$ cat src/rtl/gmii_pkg.sv
// Shared constants and FSM state type for the GMII packet generator and
// related GMII blocks.
package gmii_pkg;

  localparam logic [7:0]  GMII_PRE      = 8'h55;
  localparam logic [7:0]  GMII_SFD      = 8'hD5;
  localparam logic [31:0] CRC_POLY      = 32'h04C11DB7;
  localparam logic [31:0] CRC_POLY_REFL = 32'hEDB88320;
  localparam logic [31:0] CRC_INIT      = 32'hFFFFFFFF;
  localparam logic [31:0] CRC_RESIDUE   = 32'hC704DD7B;

  typedef enum logic [2:0] {
    ST_IDLE,
    ST_PRE,
    ST_SFD,
    ST_DATA,
    ST_FCS,
    ST_IFG
  } gen_state_e;

endpackage

$ cat src/rtl/gmii_crc32.sv
// Byte-wide Ethernet CRC32 (reflected) with a registered accumulator.
// crc_next_c is the accumulator advanced by data_i; crc_o is the stored value.
module gmii_crc32
  import gmii_pkg::*;
(
  input  logic        clk,
  input  logic        reset_n,
  input  logic        init_i,
  input  logic        en_i,
  input  logic [7:0]  data_i,
  output logic [31:0] crc_next_c,
  output logic [31:0] crc_o
);

  logic [31:0] crc_q;
  logic [31:0] crc_d;

  function automatic logic [31:0] crc32_byte(input logic [31:0] crc, input logic [7:0] d);
    logic [31:0] c;
    c = crc ^ {24'h000000, d};
    for (int i = 0; i < 8; i++) begin
      c = c[0] ? ((c >> 1) ^ CRC_POLY_REFL) : (c >> 1);
    end
    return c;
  endfunction

  always_comb begin
    crc_next_c = crc32_byte(crc_q, data_i);
    crc_d      = crc_q;
    if (init_i) begin
      crc_d = CRC_INIT;
    end else if (en_i) begin
      crc_d = crc_next_c;
    end
  end

  always_ff @(posedge clk or negedge reset_n) begin
    if (!reset_n) begin
      crc_q <= CRC_INIT;
    end else begin
      crc_q <= crc_d;
    end
  end

  assign crc_o = crc_q;

endmodule

$ cat src/rtl/gmii_pkt_gen.sv
// Command-driven GMII rx-style frame generator: preamble, SFD, DA/SA/payload,
// optional CRC32 FCS and error injection, then a programmable inter-frame gap.
module gmii_pkt_gen
  import gmii_pkg::*;
#(
  parameter int unsigned LW      = 11,
  parameter int unsigned MIN_LEN = 64,
  parameter int unsigned MAX_LEN = 1518,
  parameter int unsigned IFG     = 12,
  parameter int unsigned CRC_EN  = 1,
  parameter int unsigned PRE_LEN = 7
) (
  input  logic          clk,
  input  logic          reset_n,
  input  logic          c_srdy,
  output logic          c_drdy,
  input  logic [7:0]    c_src,
  input  logic [7:0]    c_dst,
  input  logic [LW-1:0] c_len,
  input  logic          c_err,
  output logic [7:0]    rxd,
  output logic          rx_dv,
  output logic          rx_er,
  output logic          busy,
  output logic [15:0]   pkt_count
);

  localparam int unsigned CW   = $clog2(MAX_LEN + PRE_LEN + IFG + 1);
  localparam int unsigned TAIL = (CRC_EN != 0) ? 5 : 1;

  gen_state_e    state_q, state_d;
  logic [CW-1:0] cnt_q, cnt_d, nxt_j;
  logic [CW-1:0] last_q, last_d;
  logic [7:0]    src_q, src_d, dst_q, dst_d;
  logic          err_q, err_d;
  logic [7:0]    rxd_q, rxd_d;
  logic          dv_q, dv_d, er_q, er_d, busy_q, busy_d, drdy_q, drdy_d;
  logic [15:0]   pkt_q, pkt_d;
  logic          crc_init, crc_en;
  logic [31:0]   crc_next, crc_q;
  logic [31:0]   req_len, clamp_len;
  logic [CW-1:0] last_c;

  function automatic logic [7:0] data_byte(input logic [CW-1:0] j, input logic [7:0] src,
                                           input logic [7:0] dst);
    logic [7:0] b;
    b = 8'h00;
    if (j == CW'(5)) begin
      b = dst;
    end else if (j == CW'(11)) begin
      b = src;
    end else if (j >= CW'(12)) begin
      b = 8'(j - CW'(12));
    end
    return b;
  endfunction

  function automatic logic [7:0] fcs_byte(input logic [31:0] crc, input logic [1:0] k);
    return 8'(~crc >> {k, 3'b000});
  endfunction

  // Clamp requested length and precompute the index of the last DATA byte
  always_comb begin
    req_len = 32'(c_len);
    if (req_len < MIN_LEN) begin
      clamp_len = MIN_LEN;
    end else if (req_len > MAX_LEN) begin
      clamp_len = MAX_LEN;
    end else begin
      clamp_len = req_len;
    end
    last_c = CW'(clamp_len - TAIL);
  end

  gmii_crc32 u_crc (
    .clk        (clk),
    .reset_n    (reset_n),
    .init_i     (crc_init),
    .en_i       (crc_en),
    .data_i     (rxd_q),
    .crc_next_c (crc_next),
    .crc_o      (crc_q)
  );

  // Next state plus the registered output values for the cycle it enters.
  // The IDLE cycle with c_drdy high is the final cycle of the gap, so the
  // IFG state itself lasts IFG-1 cycles.
  always_comb begin
    state_d  = state_q;
    cnt_d    = cnt_q;
    last_d   = last_q;
    src_d    = src_q;
    dst_d    = dst_q;
    err_d    = err_q;
    rxd_d    = 8'h00;
    dv_d     = 1'b0;
    er_d     = 1'b0;
    pkt_d    = pkt_q;
    crc_init = 1'b0;
    crc_en   = 1'b0;
    nxt_j    = cnt_q + CW'(1);

    case (state_q)
      ST_IDLE: begin
        if (c_srdy && drdy_q) begin
          state_d  = ST_PRE;
          cnt_d    = '0;
          last_d   = last_c;
          src_d    = c_src;
          dst_d    = c_dst;
          err_d    = c_err;
          rxd_d    = GMII_PRE;
          dv_d     = 1'b1;
          crc_init = 1'b1;
        end
      end
      ST_PRE: begin
        dv_d = 1'b1;
        if (cnt_q == CW'(PRE_LEN - 1)) begin
          state_d = ST_SFD;
          rxd_d   = GMII_SFD;
        end else begin
          cnt_d = nxt_j;
          rxd_d = GMII_PRE;
        end
      end
      ST_SFD: begin
        state_d = ST_DATA;
        cnt_d   = '0;
        dv_d    = 1'b1;
        rxd_d   = data_byte('0, src_q, dst_q);
      end
      ST_DATA: begin
        crc_en = 1'b1;
        if (cnt_q != last_q) begin
          cnt_d = nxt_j;
          dv_d  = 1'b1;
          rxd_d = data_byte(nxt_j, src_q, dst_q);
          er_d  = err_q && (nxt_j == CW'(12));
        end else if (CRC_EN != 0) begin
          state_d = ST_FCS;
          cnt_d   = '0;
          dv_d    = 1'b1;
          rxd_d   = fcs_byte(crc_next, 2'd0);
        end else begin
          pkt_d   = pkt_q + 16'd1;
          cnt_d   = '0;
          state_d = (IFG > 1) ? ST_IFG : ST_IDLE;
        end
      end
      ST_FCS: begin
        if (cnt_q != CW'(3)) begin
          cnt_d = nxt_j;
          dv_d  = 1'b1;
          rxd_d = fcs_byte(crc_q, nxt_j[1:0]);
        end else begin
          pkt_d   = pkt_q + 16'd1;
          cnt_d   = '0;
          state_d = (IFG > 1) ? ST_IFG : ST_IDLE;
        end
      end
      ST_IFG: begin
        if (cnt_q == CW'(IFG - 2)) begin
          state_d = ST_IDLE;
        end else begin
          cnt_d = nxt_j;
        end
      end
      default: state_d = ST_IDLE;
    endcase

    drdy_d = (state_d == ST_IDLE);
    busy_d = (state_d != ST_IDLE);
  end

  always_ff @(posedge clk or negedge reset_n) begin
    if (!reset_n) begin
      state_q <= ST_IDLE;
      cnt_q   <= '0;
      last_q  <= '0;
      src_q   <= 8'h00;
      dst_q   <= 8'h00;
      err_q   <= 1'b0;
      rxd_q   <= 8'h00;
      dv_q    <= 1'b0;
      er_q    <= 1'b0;
      busy_q  <= 1'b0;
      drdy_q  <= 1'b1;
      pkt_q   <= 16'h0000;
    end else begin
      state_q <= state_d;
      cnt_q   <= cnt_d;
      last_q  <= last_d;
      src_q   <= src_d;
      dst_q   <= dst_d;
      err_q   <= err_d;
      rxd_q   <= rxd_d;
      dv_q    <= dv_d;
      er_q    <= er_d;
      busy_q  <= busy_d;
      drdy_q  <= drdy_d;
      pkt_q   <= pkt_d;
    end
  end

  assign c_drdy    = drdy_q;
  assign rxd       = rxd_q;
  assign rx_dv     = dv_q;
  assign rx_er     = er_q;
  assign busy      = busy_q;
  assign pkt_count = pkt_q;

endmodule
$ cat config.mk
export PLATFORM = sky130hd
export DESIGN_NAME = gmii_pkt_gen
export DESIGN_NICKNAME = d
export VERILOG_FILES = /design/src/rtl/gmii_pkg.sv /design/src/rtl/gmii_crc32.sv /design/src/rtl/gmii_pkt_gen.sv
export SDC_FILE = /design/constraint.sdc
export NUM_CORES = 1
export LEC_CHECK = 0
export CORE_AREA = 3 3 106 108
export DETAILED_ROUTE_END_ITERATION = 6
export DIE_AREA = 0 0 109 111
export PLACE_DENSITY = 0.84
export SYNTH_ARGS = -nofsm -noshare
export SYNTH_HDL_FRONTEND = slang
export SYNTH_SLANG_ARGS = --single-unit
$ cat constraint.sdc
create_clock -name clk -period 4.2 [get_ports clk]
set_input_delay 0.63 -clock clk [delete_from_list [all_inputs] [get_ports clk]]
set_output_delay 0.63 -clock clk [all_outputs]
set_load 0.05 [all_outputs]
# After elaboration in Yosys (flattened, before gate mapping)
# Index checks and enable logic that the tools add are counted.
[classes] add_sub_neg=4 order_cmp=3 eq_ne=15 n_shift=1 mux=39 n_bitwise=12 reduce_logical=11
[ops] operator="$mux 32" count=10
[ops] operator="$not 13->14" count=8
[ops] operator="$mux 11" count=7
[ops] operator="$pmux 11 s6" count=1
[ops] operator="$mux 8" count=6
[ops] operator="$eq 11x4->1 const B" count=3
[ops] operator="$not 32->32" count=1
[ops] operator="$pmux 8 s4" count=1
[ops] operator="$shr 32x5->8" count=1
[ops] operator="$xor 32x8->32" count=1
[ops] operator="$eq 11x3->1 const B" count=2
[ops] operator="$pmux 3 s6" count=1
[ops] operator="$add 16x1->16 const B" count=1
[ops] operator="$mux 3" count=5
[ops] operator="$add 11x1->11 const B" count=1
[ops] operator="$ge 11x4->1 const B" count=1
[ops] operator="$gt 11x11->1 const B" count=1
[ops] operator="$lt 11x7->1 const B" count=1
[ops] operator="$ne 11x11->1" count=1
[ops] operator="$ne 11x2->1 const B" count=1
[ops] operator="$sub 11x3->11 const B" count=1
[ops] operator="$not 8->8" count=1
[ops] operator="$sub 8x4->8 const B" count=1
[ops] operator="$mux 7" count=1
[ops] operator="15 further kinds" count=27
[word_totals] regBits=102 inputBits=31 output_inout_bits=28 word_cells=98

# Longest topological paths before layout
[logic_depth] ltp_word=20 mapped_depth=12 mapped_depth_nobuf=11

# Cells and area by module
# Synthesis repeated with hierarchy kept, for this count alone.
[hier_totals] cells_unflattened=678 area_unflattened_um2=6656.4
[by_module_without_submodules] module="gmii_pkt_gen" instances=1 cells_each=502 area_per_inst_um2=4471.8 seq_area_each_um2=1752.9
[by_module_without_submodules] module="gmii_crc32" instances=1 cells_each=176 area_per_inst_um2=2184.6 seq_area_each_um2=840.8

# Worst setup path after synthesis
# OpenSTA, ideal clock, no wires.
[synth_path] path_type="register to register" startpoint="reg cnt_q[0]" endpoint="reg rxd_q[6] (netlist: rxd[6])" setup_ps=95 arrival_time_ps=2513 t_required_ps=4105 setup_slack_ps=1591 stages_incl_launch_ff=10 path_buffers=3 period_less_slack_ps=2609 cell_sequence="dfrtp_1 buf_2 buf_1 inv_1 ha_1 buf_1 mux4_2 o21ai_0 a21oi_1 o31ai_1"
[synth_via] elab_chain_len=7 elab_cells_between_ends=14 classes_between="2 x add/sub; 1 x order compare; 4 x eq/ne; 1 x shift; 6 x mux"
[synth_rtl] item="start, declared" line_no="gmii_pkt_gen.sv:32" rtl="logic [CW-1:0] cnt_q, cnt_d, nxt_j;"
[synth_rtl] item="start signal, assigned" line_no="gmii_pkt_gen.sv:192" rtl="cnt_q <= cnt_d;"
[synth_rtl] item="$add 11x1->11" line_no="gmii_pkt_gen.sv:101" rtl="nxt_j = cnt_q + CW'(1);"
[synth_rtl] item="$ge 11x4->1 / $sub 8x4->8 (equally long branches)" line_no="gmii_pkt_gen.sv:52, gmii_pkt_gen.sv:53"
[synth_rtl] item="$mux 8" line_no="gmii_pkt_gen.sv:52" rtl="end else if (j >= CW'(12)) begin"
[synth_rtl] item="$mux 8" line_no="gmii_pkt_gen.sv:50" rtl="end else if (j == CW'(11)) begin"
[synth_rtl] item="$mux 8" line_no="gmii_pkt_gen.sv:48" rtl="if (j == CW'(5)) begin"
[synth_rtl] item="$mux 8" line_no="gmii_pkt_gen.sv:135" rtl="if (cnt_q != last_q) begin"
[synth_rtl] item="$pmux 8 s4 *" line_no="gmii_pkt_gen.sv:103" rtl="case (state_q)"
[synth_rtl] item="via rxd_d[6]" line_no="gmii_pkt_gen.sv:36" rtl="logic [7:0] rxd_q, rxd_d;"
[synth_rtl] item="end signal, assigned" line_no="gmii_pkt_gen.sv:197" rtl="rxd_q <= rxd_d;"
[synth_rtl] item="end, declared" line_no="gmii_pkt_gen.sv:36"
# Mark *: on every way through the listed nets, which the timed path passes. The rest lies on a longest branch.
# A chain may end at the register's enable or synchronous reset.

# Final worst setup path
[layout_path] startpoint="reg cnt_q[1]" endpoint="reg rxd_q[3] (netlist: rxd[3])"
# The elaborated chain is that of the path after synthesis.

==> impl_metrics.py <==
metrics = {
    "yosys": {
        "yosysWarningCount": 0,
        "ys_seq_area_share_pct": 40.3,
        "yosysTopAreaCell": "dfrtp_1",
        "syn_avg_cell_area_um2": 9.39,
        "yosys.cell_types.count": 70,
        "syn_inst": 686,
        "synthArstFlopShare_pct": 100,
        "yosys-top-cells-count": "97 x nand2_1, 69 x dfrtp_1, 65 x xnor2_1",
        "ys_seq_elements": 102,
        "synthFlopType": "dfrtp_1",
        "yosysMostFrequentCell": "nand2_1",
        "synthTopCellsByArea": "dfrtp_1 27%, dfstp_2 13%, xnor2_1 8.8%",
        "yosys.area.top_type_share_pct": 26.8,
        "syn_area_um2": 6440,
        "synth_nets": 727,
        "synth_edf_count": 0,
    },
    "hold_path": {
        "hold_class": "in2async",
    },
    "sta": {
        "fin_setup_tns_ns": 0,
        "slew_headroom_pct": 17.1,
        "tightest_slew_ns": 1.24,
        "slew_violations": 0,
        "final-setup-viol-count": 0,
        "finalHoldViolCount": 0,
        "rsz0062_at_grt": "no",
        "period_share_pct": 80.1,
        "max_freq_mhz": 297,
        "fin_ws_ns": 0.836,
        "period_needed_ns": 3.36,
        "skew_ns": 0.0130,
        "hold-worst-slack_ns": 0.351,
    },
    "critical_path": {
        "path_class": "reg2reg",
        "r2r_end": "rxd[3]$_DFF_PN0_",
        "rrSetupSlack_ns": 0.84,
        "worstSetupEndpointType": "register",
        "r2r-start": "cnt_q[1]$_DFFE_PN0P_",
        "reg2regPathDepth": 8,
        "cp_data_arrival_time_ns": 3.65,
        "cp_data_required_time_ns": 4.49,
        "critical_path.max_fanout": 14,
        "start_kind": "register",
    },
    "detailed_routing": {
        "ant_nets": 0,
        "drc_errors": 0,
        "vias": 5208,
        "drt_iter0_markers": 458,
        "first_pass_iters": 5,
        "routedWlPerCell_um": 17.3,
        "wirelength_mm": 14.9,
        "drt-vias-per-instance": 6.05,
    },
    "finish": {
        "final_cells": 861,
        "final_util_pct": 69.7,
        "area_growth_pct": 11.7,
        "layout-drive-gt1-share_pct": 12.3,
        "fin_nets": 761,
        "antenna_cells": 0,
    },
    "placed_design": {
        "numPortBuffers": 58,
        "dpl.hpwl_mm": 10.7,
        "gp_congestion": 0.890,
        "dp_slack_ns": 0.790,
        "place_inst": 845,
    },
    "clock_network": {
        "path_clk_slew_ns": 0.09,
        "hold_buffers": 0,
        "postCtsSetupBuffers": 0,
        "clk_path_buf_depth": 2,
        "htree_levels": 3,
        "cts_sinks": 102,
        "cts_root_buffer": "clkbuf_8",
        "post_cts_resized": 0,
        "insertion_delay_ns": 0.38,
        "cts_tree": "built",
        "numCtsBuffers": 9,
    },
    "status": {
        "outcome": "finished, final reports clean",
    },
    "power_and_ir_drop": {
        "p_per_area_nw_per_um2": 225,
        "p_leak_nw": 3.01,
        "max-vdd-ir-drop_mv": 0.157,
    },
    "floorplanning": {
        "start_util_pct": 62.4,
        "num_rows": 37,
        "fp.dieArea_um2": 12100,
        "ios": 59,
        "die_x_um": 109,
        "fp.dieH_um": 111,
        "fp.coreArea_um2": 10300,
    },
    "global_routing": {
        "gr-usage-all-layers_pct": 25.8,
        "grt_pass1_vias": 5009,
        "grt_antenna_before_repair": 0,
        "grt_pass1_wl_mm": 24.7,
        "grt-ovfl-total": 0,
        "grt_max_degree": 71,
    },
    "run": {
        "maxCapViolCount": 0,
    },
}
worst max-delay path, stage by stage, from the launching register on:
cell and delay [ns]:
dfrtp_1 0.55, ha_1 0.53, and4_1 0.37, and3_1 0.24
mux2i_1 0.31, o2111ai_1 0.48, nand2b_1 0.34, a221o_1 0.36
o211ai_1 0.10
layout make-up:
type                            count  area, um2
Clock inverter                      3       20.0
Multi-Input combinational cell    531       3600
Inverter                           12       45.0
Tap cell                          136        170
Timing Repair Buffer               64        623
Fill cell                         764       3130
Sequential cell                   102       2590
Clock buffer                       13        149
worst max path at each step:
stage,startpoint,end,depth (start not counted),slack (ns)
after global routing,cnt_q[1]$_DFFE_PN0P_,rxd[3]$_DFF_PN0_,8,0.57
after detailed placement,c_len[9],last_q[8]$_DFFE_PN0P_,12,0.79
after floorplan,cnt_q[0]$_DFFE_PN0P_,rxd[6]$_DFF_PN0_,9,1.59
after CTS,cnt_q[1]$_DFFE_PN0P_,rxd[3]$_DFF_PN0_,8,0.90
final,cnt_q[1]$_DFFE_PN0P_,rxd[3]$_DFF_PN0_,8,0.84
after global placement,c_len[9],last_q[8]$_DFFE_PN0P_,12,0.90
flip-flops by register name (all words and copies together), names as in the netlist:
name	cells
dst_q	8
src_q	8
state_q	3
rxd	8
u_crc.crc_o	32
c_drdy	1
err_q	1
rx_er	1
pkt_count	16
busy	1
cnt_q	11
last_q	11
rx_dv	1
cell usage in the layout (no fill, tap or decap), types with 13 or more instances in the layout:
cell,synthesis,routed
nor2_1,41,41
xor2_1,39,39
xnor2_1,65,65
nand2_1,97,97
dfrtp_1,69,69
nor3_1,34,34
dfstp_2,33,33
clkdlybuf4s50_1,0,57
nand3_1,13,13
o21ai_0,44,44
a21oi_1,40,40
layer usage:
metal,vias up,track usage (%),routed length [um]
met3,30,4.72,933
met5,-,0,0
met1,2518,35.5,6460
met2,214,40.6,7200
li1,2446,-,-
met4,0,9.09,309
power by group:
group | switching [mW] | leakage (nW) | internal [mW]
Sequential | 0 | 1.25 | 0.983
Clock | 0.327 | 0.0796 | 0.232
Combinational | 0.0400 | 1.68 | 0.0349
Total | 0.367 | 3.01 | 1.25
cell families after synthesis:
| group | share of synthesized area [%] |
|---|---|
| and+or+nand+nor | 18.8 |
| AOI/OAI and AO/OA | 15.0 |
| xor gates and xnor gates | 16.5 |
| DFF | 40.3 |
| buffers and inverters | 3.90 |
| muxes | 3.63 |
| adders and majority gates | 1.94 |
metrics by stage:
step,power (mW),instance area (um2)
after floorplan,1.02,6440
after global placement,1.07,7030
after detailed placement,1.08,7030
after CTS,1.63,7200
after global routing,1.67,7200
final,1.62,7200
Note: power is estimated with default switching activity, not from simulation.
